`src/rtl/data_ram_wr_arbiter.sv`:
```
// data_ram_wr_arbiter: round-robin owner of the data-table RAM write port with a clear-RAM sweep
// Ports: req_*_i / req_ready_o  per-requester write request and one-hot grant
//        ram_wr_*_o             registered RAM port B write (addr, data, enable)
//        clear_ram_run_i        pulse that starts or restarts a zeroing sweep
//        clear_ram_done_o       pulse aligned with the final sweep write
//        busy_o                 high while sweeping
module data_ram_wr_arbiter #(
  parameter int REQ_CNT = 3,
  parameter int A_WIDTH = 10,
  parameter int D_WIDTH = 64
) (
  input  logic                       clk_i,
  input  logic                       rst_i,
  input  logic [REQ_CNT*A_WIDTH-1:0] req_addr_i,
  input  logic [REQ_CNT*D_WIDTH-1:0] req_data_i,
  input  logic [REQ_CNT-1:0]         req_valid_i,
  output logic [REQ_CNT-1:0]         req_ready_o,
  output logic [A_WIDTH-1:0]         ram_wr_addr_o,
  output logic [D_WIDTH-1:0]         ram_wr_data_o,
  output logic                       ram_wr_en_o,
  input  logic                       clear_ram_run_i,
  output logic                       clear_ram_done_o,
  output logic                       busy_o
);
  localparam int P_W = $clog2(REQ_CNT);
  typedef enum logic {ARB, CLEAR} state_t;
  state_t state_q, state_d;
  logic [A_WIDTH-1:0] clear_addr_q, clear_addr_d, addr_q, addr_d;
  logic [D_WIDTH-1:0] data_q, data_d;
  logic en_q, en_d, done_q, done_d, found;
  logic [P_W-1:0] rr_q, rr_d, gidx, idx;
  // first valid requester strictly after the last grantee wins
  always_comb begin
    found = 1'b0;
    gidx = rr_q;
    idx = rr_q;
    for (int k = 1; k <= REQ_CNT; k++) begin
      idx = P_W'((int'(rr_q) + k) % REQ_CNT);
      if (!found && req_valid_i[idx]) begin
        found = 1'b1;
        gidx = idx;
      end
    end
  end
  assign req_ready_o = (found && !clear_ram_run_i && state_q == ARB) ? REQ_CNT'(1) << gidx : '0;
  always_comb begin
    state_d = state_q;
    clear_addr_d = clear_addr_q;
    addr_d = addr_q;
    data_d = data_q;
    en_d = 1'b0;
    done_d = 1'b0;
    rr_d = rr_q;
    if (state_q == CLEAR) begin
      en_d = 1'b1;
      addr_d = clear_addr_q;
      data_d = '0;
      clear_addr_d = clear_addr_q + 1'b1;
      if (&clear_addr_q) begin
        state_d = ARB;
        done_d = 1'b1;
      end
    end else if (|req_ready_o) begin
      en_d = 1'b1;
      addr_d = A_WIDTH'(req_addr_i >> (int'(gidx) * A_WIDTH));
      data_d = D_WIDTH'(req_data_i >> (int'(gidx) * D_WIDTH));
      rr_d = gidx;
    end
    // a new run always wins: restarts the sweep and cancels any pending done
    if (clear_ram_run_i) begin
      state_d = CLEAR;
      clear_addr_d = '0;
      done_d = 1'b0;
    end
  end
  always_ff @(posedge clk_i or posedge rst_i) begin
    if (rst_i) begin
      state_q <= ARB;
      clear_addr_q <= '0;
      addr_q <= '0;
      data_q <= '0;
      en_q <= 1'b0;
      done_q <= 1'b0;
      rr_q <= P_W'(REQ_CNT - 1);
    end else begin
      state_q <= state_d;
      clear_addr_q <= clear_addr_d;
      addr_q <= addr_d;
      data_q <= data_d;
      en_q <= en_d;
      done_q <= done_d;
      rr_q <= rr_d;
    end
  end
  assign ram_wr_addr_o = addr_q;
  assign ram_wr_data_o = data_q;
  assign ram_wr_en_o = en_q;
  assign clear_ram_done_o = done_q;
  assign busy_o = (state_q == CLEAR);
endmodule

```
`config.mk`:
```
export PLATFORM = sky130hd
export DESIGN_NAME = data_ram_wr_arbiter
export DESIGN_NICKNAME = d
export VERILOG_FILES = /design/src/rtl/data_ram_wr_arbiter.sv
export SDC_FILE = /design/constraint.sdc
export NUM_CORES = 1
export LEC_CHECK = 0
export CAP_MARGIN = 20
export CORE_MARGIN = 4
export CORE_UTILIZATION = 43
export DETAILED_ROUTE_END_ITERATION = 16
export PLACE_DENSITY = 0.95
export RECOVER_POWER = 50
export SLEW_MARGIN = 20
export SYNTH_ARGS = -nofsm -noshare
export SYNTH_HDL_FRONTEND = slang
export SYNTH_SLANG_ARGS = --single-unit
```
`constraint.sdc`:
```
create_clock -name clk_i -period 8.1 [get_ports clk_i]
set_input_delay 1.215 -clock clk_i [delete_from_list [all_inputs] [get_ports clk_i]]
set_output_delay 1.215 -clock clk_i [all_outputs]
set_load 0.05 [all_outputs]
```
==> impl_metrics.ini <==
[synthesis]
syn_nets = 758
netlist_area_um2 = 5709
syn_avg_cell_area_um2 = 10.87
synth_cell_types = 41
synthFlopType = dfrtp_1
netlist_instances = 525
ys_ff_latch = 89
yosysWarnings = 0
ys_seq_area_frac = 0.3903
ys_async_sr_fraction = 1.000
synth_edf_count = 0

[sta]
grt_setup_unrepaired = false
slew_headroom = -1.375
fin_crit_sh = 0.6988
hold_viol = 0
fmax_mhz = 176.7
whs_ns = 0.5333
skew_ns = 0.009841
setup_viol = 0
worst_pin_slew_ns = 3.562
tns_ns = 0
final.min_clock_period_ns = 5.661
final_max_slew_viol_count = 151

[layout]
nNetsFinal = 1037
design_area_um2 = 9188
drive_gt1_frac = 0.03594
area_growth_pct = 60.92
multi_input_comb_area_um2 = 3257
fillers = 898
final_core_util = 0.7164
final_cells = 980
seq_area_um2 = 2230

[clock_tree]
postCtsSetupRepairBufs = 0
cts_tree = done
cts-root-buf = clkbuf_16
numCtsBuffers = 9
cts.sinks = 89
path_clk_slew_ns = 0.06
cts.path.max_buffers = 2
cts_resized = 0
h-tree-depth = 3
clock_latency_ns = 0.33
ctsHoldBuffers = 0

[worst_setup_path]
critPathMaxStageDelay_ns = 2.55
reg2regPathDepth = 10
critical_path.cell_chain = dlygate4sd3_1 > clkinvlp_2 > clkbuf_1
slowest_stage = clkbuf_1
crit_path_end_kind = asynchronous set/reset pin
cp.required_ns = 7.45
crit_path_max_fanout = 66
crit_arrival_ns = 5.01
cp-start-kind = input port
worstSetupPathType = in2async

[die]
design.die.area_um2 = 15180
core_area_um2 = 12820
ios = 308
num_rows = 41
die_h_um = 123.2
fp.dieW_um = 123.2
start_util = 0.4452

[power]
power.internal_uw = 1346
p_per_area_nw_per_um2 = 223.7
p_sw_frac = 0.3451
pwr-share-seq = 0.223
power.leakage_uw = 0.003959
clock_power_share = 0.227
ir_drop_mv = 0.1274
p_sw_uw = 709.4
p_comb_frac = 0.549

[grt]
grt_pass1_wl_mm = 29.04
track_usage = 0.2441
antenna_found_initial = 1
grt.overflow.total = 0
grt_pass1_vias = 5681
grt_max_degree = 84

[drt]
vias = 5314
vias_per_cell = 5.422
drcViolationCount = 0
first_pass_iters = 4
detail-route-antenna-nets = 0
wirelength_mm = 19.05
first_iter_violations = 299
wl_per_cell_um = 19.44

[place]
routabilityCongestion = 0.8471
dp.cells = 965
dpl.hpwl_mm = 14.71
portBuffers = 307
placed_area_um2 = 8861

[run_status]
violations = capacitance limit, slew limit
run_status = finished with violations

[min_path]
hp-class = reg2reg
whs_path_depth = 2

[flow_run]
max-cap-violations = 2
## Yosys cell counts (all sizes together) (2+ instances only)
cell type  count  area [um2]
a21oi          4       20.02
buf           23       155.1
o221ai         2       23.77
o21bai         2       15.01
nand2b        65       406.6
o21ai          5       25.02
or2            3       18.77
nor3           4       25.02
mux2i        161        1612
dfrtp         88        2202
a2bb2oi       74       648.1
or3            4       25.02
clkbuf        23       86.33
nor2b          4       25.02
nand3          3       15.01
nand2         11       41.29
and2           3       18.77
inv            3       11.26
nor2          14       52.55
nand4          5       31.28
ha             5       62.56
o211ai         2       15.01
xor2           6       52.55
## final timing paths
kind / start / end / slack (ns)
worst max-delay path: rst_i / busy_o / 2.44
worst min-delay path: ram_wr_data_o[40] / ram_wr_data_o[40] / 0.53
worst max register to register: rr_q[0] / ram_wr_addr_o[8] / 3.90
worst min register to register: ram_wr_data_o[40] / ram_wr_data_o[40] / 0.53
max in group clk_i: busy_o / busy_o / 2.74
min in group asynchronous: rst_i / ram_wr_data_o[22] / 1.52
## power by group through the flow
| stage | clock network, uW | logic [uW] | registers, uW |
|---|---|---|---|
| floorplan | 0 | 824 | 469 |
| global placement | 0 | 1070 | 465 |
| detailed placement | 0 | 1130 | 466 |
| CTS | 480 | 1130 | 458 |
| global route | 500 | 1210 | 459 |
| finish | 468 | 1130 | 459 |
## metal layers
metal,part of all wire,wire length [um],global-route usage,vias to the layer above
met5,0,0,0,-
li1,-,-,-,2482
met1,0.36,6859,0.2735,2523
met3,0.093,1763,0.06633,37
met2,0.52,9951,0.4451,272
met4,0.025,478,0.08304,0
## cell families after synthesis
kind of cell               after synthesis  synth area share
muxes                                  161            0.2823
and+or+nand+nor                        118            0.1183
AOI/OAI and AO/OA                       96            0.1431
DFF                                     89            0.3903
buffers and inverters                   49           0.04427
xor gates and xnor gates                 7           0.01074
adders and majority gates                5           0.01096
## cells in the final DEF, fill, tap and decap left out, drive strengths merged, types with 5 or more instances in the layout
| cell | Yosys | layout |
|---|---|---|
| clkdlybuf4s50 | 0 | 277 |
| mux2i | 161 | 161 |
| dfrtp | 88 | 88 |
| a2bb2oi | 74 | 74 |
| nand2b | 65 | 65 |
| dlygate4sd3 | 0 | 30 |
| nor2 | 14 | 14 |
| clkbuf | 23 | 13 |
| nand2 | 11 | 11 |
| xor2 | 6 | 6 |
| nand4 | 5 | 5 |
| ha | 5 | 5 |
| o21ai | 5 | 5 |
| buf | 23 | 5 |
## sequential cells by signal (all words and copies together) (netlist names)
name and flops:
ram_wr_en_o 1, clear_addr_q 10, ram_wr_data_o 64, rr_q 2
busy_o 1, clear_ram_done_o 1, ram_wr_addr_o 10
## area by class of cell
cell class | count | share of cell area
multi-input cells | 387 | 0.3545
diodes | 1 | 0.0002724
inverters | 3 | 0.001362
clock inverters | 3 | 0.009805
well taps | 172 | 0.02342
repair buffers | 314 | 0.3415
flip-flops and latches | 89 | 0.2427
clock buffers | 11 | 0.02642
## per-stage QoR
step | total power [uW] | setup slack (ns)
3_5_place_dp | 1599 | 2.849
3_3_place_gp | 1537 | 2.597
5_1_grt | 2170 | 1.494
2_1_floorplan | 1293 | 3.607
6_report | 2055 | 2.439
4_1_cts | 2071 | 2.852
## worst max-delay path, delay by kind of cell
kind	cells	cell delay [ns]
buffers and inverters	3	3.71
No activity file was read; power rests on OpenSTA's default activity.
